===== src/rtl/router_pkg.sv =====
// -----------------------------------------------------------------------------
// router_pkg
// Shared constants and helpers for the router datapath (FSM, FIFOs, sync).
//   MAX_PORTS       : largest supported number of output ports/FIFOs
//   DEFAULT_TIMEOUT : default stall cycles before a FIFO soft reset
//   addr_width()    : header address field width for a given port count
// -----------------------------------------------------------------------------
package router_pkg;

  localparam int MAX_PORTS       = 16;
  localparam int DEFAULT_TIMEOUT = 30;

  // Width of the address field; never narrower than one bit.
  function automatic int addr_width(input int num_ports);
    if (num_ports <= 2) begin
      return 1;
    end else begin
      return $clog2(num_ports);
    end
  endfunction

endpackage : router_pkg


===== src/rtl/router_stall_timer.sv =====
// -----------------------------------------------------------------------------
// router_stall_timer
// One output port's stall-timeout counter. Counts consecutive stalled cycles
// and emits a registered one-cycle soft reset when the TIMEOUT-th consecutive
// stalled cycle has been seen, then restarts from zero.
// Ports:
//   clk          in   system clock, rising edge
//   resetn       in   asynchronous active-low reset
//   stall_i      in   port has valid data that the reader is not taking
//   soft_reset_o out  one-cycle soft reset pulse to the port's FIFO
// -----------------------------------------------------------------------------
module router_stall_timer
  import router_pkg::*;
#(
  parameter int TIMEOUT = DEFAULT_TIMEOUT
) (
  input  logic clk,
  input  logic resetn,
  input  logic stall_i,
  output logic soft_reset_o
);

  localparam int CNT_W = $clog2(TIMEOUT + 1);
  localparam logic [CNT_W-1:0] CNT_LAST = CNT_W'(TIMEOUT - 1);

  logic [CNT_W-1:0] cnt_q;
  logic [CNT_W-1:0] cnt_d;
  logic             pulse_q;
  logic             pulse_d;

  // Next-state for the stall counter and its expiry pulse.
  always_comb begin
    cnt_d   = '0;
    pulse_d = 1'b0;
    if (stall_i) begin
      // >= rather than == so a corrupted count can never run past the limit.
      if (cnt_q >= CNT_LAST) begin
        cnt_d   = '0;
        pulse_d = 1'b1;
      end else begin
        cnt_d   = cnt_q + CNT_W'(1);
        pulse_d = 1'b0;
      end
    end else begin
      cnt_d   = '0;
      pulse_d = 1'b0;
    end
  end

  // Counter and pulse registers; reset clears both immediately.
  always_ff @(posedge clk or negedge resetn) begin
    if (!resetn) begin
      cnt_q   <= '0;
      pulse_q <= 1'b0;
    end else begin
      cnt_q   <= cnt_d;
      pulse_q <= pulse_d;
    end
  end

  assign soft_reset_o = pulse_q;

endmodule : router_stall_timer


===== src/rtl/router_sync_n.sv =====
// -----------------------------------------------------------------------------
// router_sync_n
// Parametrised router synchronizer between the router FSM/register block and
// NUM_PORTS output FIFOs. Latches the header destination address, decodes it
// into one-hot FIFO write enables, muxes the addressed FIFO's full flag,
// drives per-port valid, and runs one stall-timeout timer per port.
// Ports:
//   clk           in   system clock, rising edge
//   resetn        in   asynchronous active-low reset
//   detect_add    in   header present; latch data_in on this edge
//   write_enb_reg in   FSM write strobe for the current packet
//   data_in       in   [ADDR_W]    destination address from header
//   read_enb      in   [NUM_PORTS] per-port reader read strobe
//   full          in   [NUM_PORTS] per-FIFO full
//   empty         in   [NUM_PORTS] per-FIFO empty
//   vld_out       out  [NUM_PORTS] per-port data valid (= ~empty)
//   soft_reset    out  [NUM_PORTS] registered per-FIFO soft reset pulse
//   write_enb     out  [NUM_PORTS] one-hot FIFO write enable
//   fifo_full     out  full flag of the addressed FIFO
//   addr_err      out  registered pulse: latched address out of range
// -----------------------------------------------------------------------------
module router_sync_n
  import router_pkg::*;
#(
  parameter int NUM_PORTS = 3,
  parameter int ADDR_W    = addr_width(NUM_PORTS),
  parameter int TIMEOUT   = DEFAULT_TIMEOUT
) (
  input  logic                 clk,
  input  logic                 resetn,
  input  logic                 detect_add,
  input  logic                 write_enb_reg,
  input  logic [ADDR_W-1:0]    data_in,
  input  logic [NUM_PORTS-1:0] read_enb,
  input  logic [NUM_PORTS-1:0] full,
  input  logic [NUM_PORTS-1:0] empty,
  output logic [NUM_PORTS-1:0] vld_out,
  output logic [NUM_PORTS-1:0] soft_reset,
  output logic [NUM_PORTS-1:0] write_enb,
  output logic                 fifo_full,
  output logic                 addr_err
);

  // One extra bit so NUM_PORTS itself is representable for the range check.
  localparam logic [ADDR_W:0] NUM_PORTS_W = (ADDR_W + 1)'(NUM_PORTS);

  logic [ADDR_W-1:0]    addr_q;
  logic [ADDR_W-1:0]    addr_d;
  logic                 addr_ok_q;
  logic                 addr_ok_d;
  logic                 addr_err_q;
  logic                 addr_err_d;
  logic                 in_range_s;
  logic [NUM_PORTS-1:0] addr_onehot_s;
  logic [NUM_PORTS-1:0] stall_s;

  assign in_range_s = ({1'b0, data_in} < NUM_PORTS_W);

  // Next-state for the address latch; addr_err is high only on a latch edge.
  always_comb begin
    addr_d     = addr_q;
    addr_ok_d  = addr_ok_q;
    addr_err_d = 1'b0;
    if (detect_add) begin
      addr_d     = data_in;
      addr_ok_d  = in_range_s;
      addr_err_d = ~in_range_s;
    end else begin
      addr_d     = addr_q;
      addr_ok_d  = addr_ok_q;
      addr_err_d = 1'b0;
    end
  end

  // Address latch registers.
  always_ff @(posedge clk or negedge resetn) begin
    if (!resetn) begin
      addr_q     <= '0;
      addr_ok_q  <= 1'b0;
      addr_err_q <= 1'b0;
    end else begin
      addr_q     <= addr_d;
      addr_ok_q  <= addr_ok_d;
      addr_err_q <= addr_err_d;
    end
  end

  // Decode of the latched address; an invalid address selects no port, which
  // blocks both the write enables and the full-flag mux.
  always_comb begin
    addr_onehot_s = '0;
    for (int i = 0; i < NUM_PORTS; i++) begin
      if (addr_ok_q && (addr_q == ADDR_W'(i))) begin
        addr_onehot_s[i] = 1'b1;
      end else begin
        addr_onehot_s[i] = 1'b0;
      end
    end
  end

  // Write enable and full-flag selection from the decoded address.
  always_comb begin
    write_enb = '0;
    fifo_full = |(full & addr_onehot_s);
    if (write_enb_reg) begin
      write_enb = addr_onehot_s;
    end else begin
      write_enb = '0;
    end
  end

  assign vld_out  = ~empty;
  assign stall_s  = vld_out & ~read_enb;
  assign addr_err = addr_err_q;

  // Stall timers run per port, independent of the latched address.
  for (genvar g = 0; g < NUM_PORTS; g++) begin : g_timer
    router_stall_timer #(
      .TIMEOUT (TIMEOUT)
    ) u_timer (
      .clk          (clk),
      .resetn       (resetn),
      .stall_i      (stall_s[g]),
      .soft_reset_o (soft_reset[g])
    );
  end

endmodule : router_sync_n


===== config.mk =====
export PLATFORM = sky130hd
export DESIGN_NAME = router_sync_n
export DESIGN_NICKNAME = d
export VERILOG_FILES = /design/src/rtl/router_pkg.sv /design/src/rtl/router_stall_timer.sv /design/src/rtl/router_sync_n.sv
export SDC_FILE = /design/constraint.sdc
export NUM_CORES = 1
export LEC_CHECK = 0
export ABC_CLOCK_PERIOD_IN_PS = 2800
export BUFFER_PORTS_ARGS = -buffer_cell sky130_fd_sc_hd__buf_2
export CELL_PAD_IN_SITES_DETAIL_PLACEMENT = 0
export CELL_PAD_IN_SITES_GLOBAL_PLACEMENT = 2
export CORE_ASPECT_RATIO = 0.7
export CORE_MARGIN = 2
export CORE_UTILIZATION = 36
export CTS_BUF_LIST = sky130_fd_sc_hd__clkbuf_4 sky130_fd_sc_hd__clkbuf_8
export DETAILED_ROUTE_END_ITERATION = 8
export PLACE_DENSITY_LB_ADDON = 0.1
export SYNTH_ARGS = -nofsm -noshare
export SYNTH_HDL_FRONTEND = slang
export SYNTH_SLANG_ARGS = --single-unit

===== constraint.sdc =====
create_clock -name clk -period 2.8 [get_ports clk]
set_clock_uncertainty 0.15 [all_clocks]
set_input_delay 0.56 -clock clk [delete_from_list [all_inputs] [get_ports clk]]
set_output_delay 0.56 -clock clk [all_outputs]
set_load 0.005 [all_outputs]

=== After elaboration in Yosys (flattened, before gate mapping) ===
Cells that the tools add are included.

* Mux-type cells: 17
* $add $sub $neg: 3
* Reductions and logical operators: 5
* $lt $le $gt $ge: 4
* Bitwise operators: 5
* Eq/ne operators: 2

{| class="wikitable"
|+ Operators with widths
! cell !! number
|-
| $mux W5 || 6
|-
| $add A5 B1 Y5 const B || 3
|-
| $ge A5 B5 Y1 const B || 3
|-
| $mux W1 || 10
|-
| $and A3 B3 Y3 || 2
|-
| $not A3 Y3 || 2
|-
| $logic_and A1 B1 Y1 || 3
|-
| $mux W3 || 1
|-
| $reduce_or A3 Y1 || 1
|-
| $eq A2 B1 Y1 const B || 1
|-
| $eq A2 B2 Y1 const B || 1
|-
| $logic_not A2 Y1 || 1
|-
| $lt A2 B2 Y1 const B || 1
|-
| $not A1 Y1 || 1
|}

* Logic and storage cells: 45
* Output and inout bits: 11
* Flip-flop bits (word level): 22
* Input port bits: 15

=== Logic depth before layout (Yosys ltp) ===
* Depth after elaboration: 5
* Gate-level depth with buffers: 5
* Depth with buffers taken out: 5

=== Hierarchy ===
From an unflattened synthesis, not the netlist that was laid out.

* Cell total of the unflattened synthesis: 93
* Area total of the unflattened synthesis: 1033.5 µm²

{| class="wikitable"
|+ Modules (own cells, without submodules)
! module !! times used !! cells an instance !! sequential area each (µm²) !! area each (µm²)
|-
| router_stall_timer || 3 || 23 || 150.1 || 271.5
|-
| router_sync_n || 1 || 24 || 100.1 || 219.0
|}

=== Worst setup path before layout ===
No wires, ideal clock.

* Kind: input -> output
* From: in full[1]
* To: out fifo_full
* Path slack: 1.204 ns
* Stages: 3
* Arrival: 0.886 ns
* Cells stage by stage: mux2i_1 -> o21ai_1 -> and2_1

* Longest elaborated chain between the ends: 2

{| class="wikitable"
|+ RTL lines
! what !! line !! source
|-
| from (decl) || router_sync_n.sv:35 || <nowiki>input logic [NUM_PORTS-1:0] full,</nowiki>
|-
| $and A3 B3 Y3 || router_sync_n.sv:104 || <nowiki>fifo_full = |(full & addr_onehot_s);</nowiki>
|-
| $reduce_or A3 Y1 || router_sync_n.sv:104 ||
|-
| to (decl) || router_sync_n.sv:40 || <nowiki>output logic fifo_full,</nowiki>
|}

No other way between the ends.

=== Worst setup path after layout ===
* From: reg addr_q[0]
* To: out fifo_full

* Longest elaborated chain between the ends: 5
* Elaborated cells on any way between the ends: 11
* Those cells by class: 2 x eq/ne; 3 x mux; 1 x bitwise; 5 x reduce/logical

{| class="wikitable"
|+ RTL lines
! what !! line !! source
|-
| from (decl) || router_sync_n.sv:47 || <nowiki>logic [ADDR_W-1:0] addr_q;</nowiki>
|-
| from (signal assigned) || router_sync_n.sv:82 || <nowiki>addr_q <= addr_d;</nowiki>
|-
| $eq A2 B1 Y1, or another cell as far along || router_sync_n.sv:93 || <nowiki>if (addr_ok_q && (addr_q == ADDR_W'(i))) begin</nowiki>
|-
| $logic_and A1 B1 Y1 || router_sync_n.sv:93 ||
|-
| $mux W1 || router_sync_n.sv:93 ||
|-
| $and A3 B3 Y3 * || router_sync_n.sv:104 ||
|-
| $reduce_or A3 Y1 * || router_sync_n.sv:104 ||
|}

Mark *: on every way between the ends. The rest lies on a longest branch, timed or not.

==> results_dict.tcl <==
set metrics [dict create \
    leakagePower_nw 0.612 \
    dieArea_sq_mm 0.00330 \
    syn_nets 116 \
    grt_pass1_wl_mm 2.62 \
    startpoint_type "flop" \
    avgViaCountPerCell 4.50 \
    ys_seq_area_share_pct 53.7 \
    finalSetupViolCount 0 \
    critical_path_class "flop to output pin" \
    wire_per_inst_microns 10.3 \
    area_delta_synth_final_pct 21.3 \
    ios 26 \
    hold_buffers 0 \
    synth_area_sq_mm 0.00103 \
    antenna_cells 0 \
    synthTopCellsByCount "dfrtp_1, nor2_1, nand3_1" \
    pwr_density_cell_mw_per_mm2 551 \
    tightest_slew_ps 469 \
    place_congestion 0.736 \
    cp_data_arrival_time_ps 1230 \
    cts_max_path_buffers 2 \
    root_buffer "clkbuf_8" \
    synth_xor_area_share_pct 7.68 \
    stdcell_count 157 \
    power.total_uw 686 \
    fp.dieH_microns 48.7 \
    hpwl_mm 1.21 \
    ys_ff_latch 22 \
    synthMuxAreaShare_pct 3.17 \
    die_w_microns 67.8 \
    crit_fanout 6 \
    hold_class "primary input to asynchronous set/reset pin" \
    core_sq_mm 0.00276 \
    path_clk_slew_ps 80 \
    grt_pass1_vias 608 \
    cts_sinks 22 \
    status "finished clean" \
    numPortBuffers 25 \
    rows 16 \
    ant_nets 0 \
    synth_area_leaders "dfrtp_1, ha_1, nor2_1" \
    fin_crit_sh_pct 69.1 \
    max_freq_mhz 517 \
    clk_latency_ps 260 \
    dp_slack_ps 982 \
    post_synth_inst_count 95 \
    nets 143 \
    vdd_drop_max_mv 0.321 \
    antenna_found_initial 0 \
    overflow 0 \
    drive_above_1_share_pct 28.9 \
    setup_tns_ps 0 \
    wirelength_mm 1.62 \
    synth-simple-area-share_pct 20.7 \
    max_cap_viol_count 0 \
    drt_iter0_markers 11 \
    grt_max_degree 23 \
    synth_compound_area_share_pct 3.05 \
    dp.cells 153 \
    cts_setup_buffers 0 \
    ys_types 20 \
    start_util_pct 37.1 \
    rsz0062_at_grt "no" \
    drc 0 \
    synth_top_area_share_pct 53.7 \
    synth_fa_ha_area_share_pct 7.32 \
    fin_ws_ps 864 \
    cts_buffers 3 \
    crit_path_end_kind "output pin" \
    final.min_clock_period_ps 1940 \
    synth_area_leader_cell "dfrtp_1" \
    synth_area_per_cell_sq_um 10.8 \
    synth_ff_type "dfrtp_1" \
    num_vias 707 \
    synthMostInstantiatedCell "dfrtp_1" \
    cp.required_ps 2090 \
    cts_tree "yes" \
    yosys_warnings 0 \
    grt_use_total_pct 10.8 \
    drv_slew 0 \
    postCtsResizedCells 0 \
    htree_levels 1 \
    slew-limit-headroom_pct 68.8 \
    finalHoldViolCount 0 \
    synthArstFlopShare_pct 100 \
    synth_top_family_by_area "simple AND/OR/NAND/NOR gates" \
    synth_edf_count 0 \
    dr.pass1.iters 4 \
]
routing by layer:
layer  vias to the layer above  routed length [microns]  GRT usage (%)
li1                        363                        -              -
met1                       326                      756           13.4
met2                        16                      728           16.5
met3                         2                      118           4.88
met4                         0                       13           4.00
met5                         -                        0              0
critical path: stages (launching register included):
cell	delay, ps
dfrtp_1	430
mux2i_1	200
o21ai_1	60
and2_1	140
buf_2	120
flip-flops by register name, indices dropped and copies added (netlist names):
name,cells
addr_err,1
addr_ok_q,1
addr_q,2
g_timer.u_timer.cnt_q,15
g_timer.u_timer.soft_reset_o,3
final cells by class:
| cell class | count | area [sq um] |
|---|---|---|
| Inverter | 6 | 22.5 |
| Clock buffer | 3 | 41.3 |
| Multi-Input combinational cell | 64 | 430 |
| Sequential cell | 22 | 551 |
| Clock inverter | 1 | 30.0 |
| Tap cell | 36 | 45.0 |
| Fill cell | 283 | 1520 |
| Timing Repair Buffer | 25 | 125 |
worst paths after layout:
check	slack, ps	endpoint	start	cells after the start
hold reg to reg	380	addr_ok_q	addr_ok_q	2
min in group clk	310	g_timer[0].u_timer.soft_reset_o	read_enb[0]	2
hold / removal	90	addr_ok_q	resetn	1
setup / recovery	860	fifo_full	addr_q[0]	4
setup reg to reg	1480	g_timer[2].u_timer.cnt_q[0]	g_timer[2].u_timer.cnt_q[0]	4
max in group asynchronous	2080	g_timer[2].u_timer.soft_reset_o	resetn	1
placed cells by master (no fill, tap or decap), drive strengths merged, types with 4 or more instances in the layout:
| master | count |
|---|---|
| buf | 25 |
| dfrtp | 22 |
| nor2 | 20 |
| nand3 | 9 |
| inv | 6 |
| xor2 | 6 |
| ha | 6 |
| nor3 | 4 |
| o21ai | 4 |
through the flow:
step / utilization [%] / cell area, sq um / hold WS, ps
3_5_place_dp: 42.5 / 1170 / 361
4_1_cts: 45.1 / 1240 / 105
2_1_floorplan: - / 1030 / 114
6_report: 45.1 / 1240 / 87.4
5_1_grt: 45.1 / 1240 / 115
3_3_place_gp: 42.5 / 1170 / 358
logic make-up (layout without fill, tap and decap cells):
group | after synthesis | count (layout)
xor gates and xnor gates | 9 | 9
AOI/OAI and AO/OA | 4 | 4
muxes | 3 | 3
DFF | 22 | 22
adders and majority gates | 6 | 6
buffers and inverters | 9 | 35
and+or+nand+nor | 42 | 42
report_power, final:
| group | internal, mW | switching, mW | total [mW] |
|---|---|---|---|
| registers | 0.326 | 0.0104 | 0.336 |
| logic | 0.0270 | 0.0292 | 0.0562 |
| clock network | 0.191 | 0.103 | 0.294 |
No activity file was read; power rests on OpenSTA's default activity.
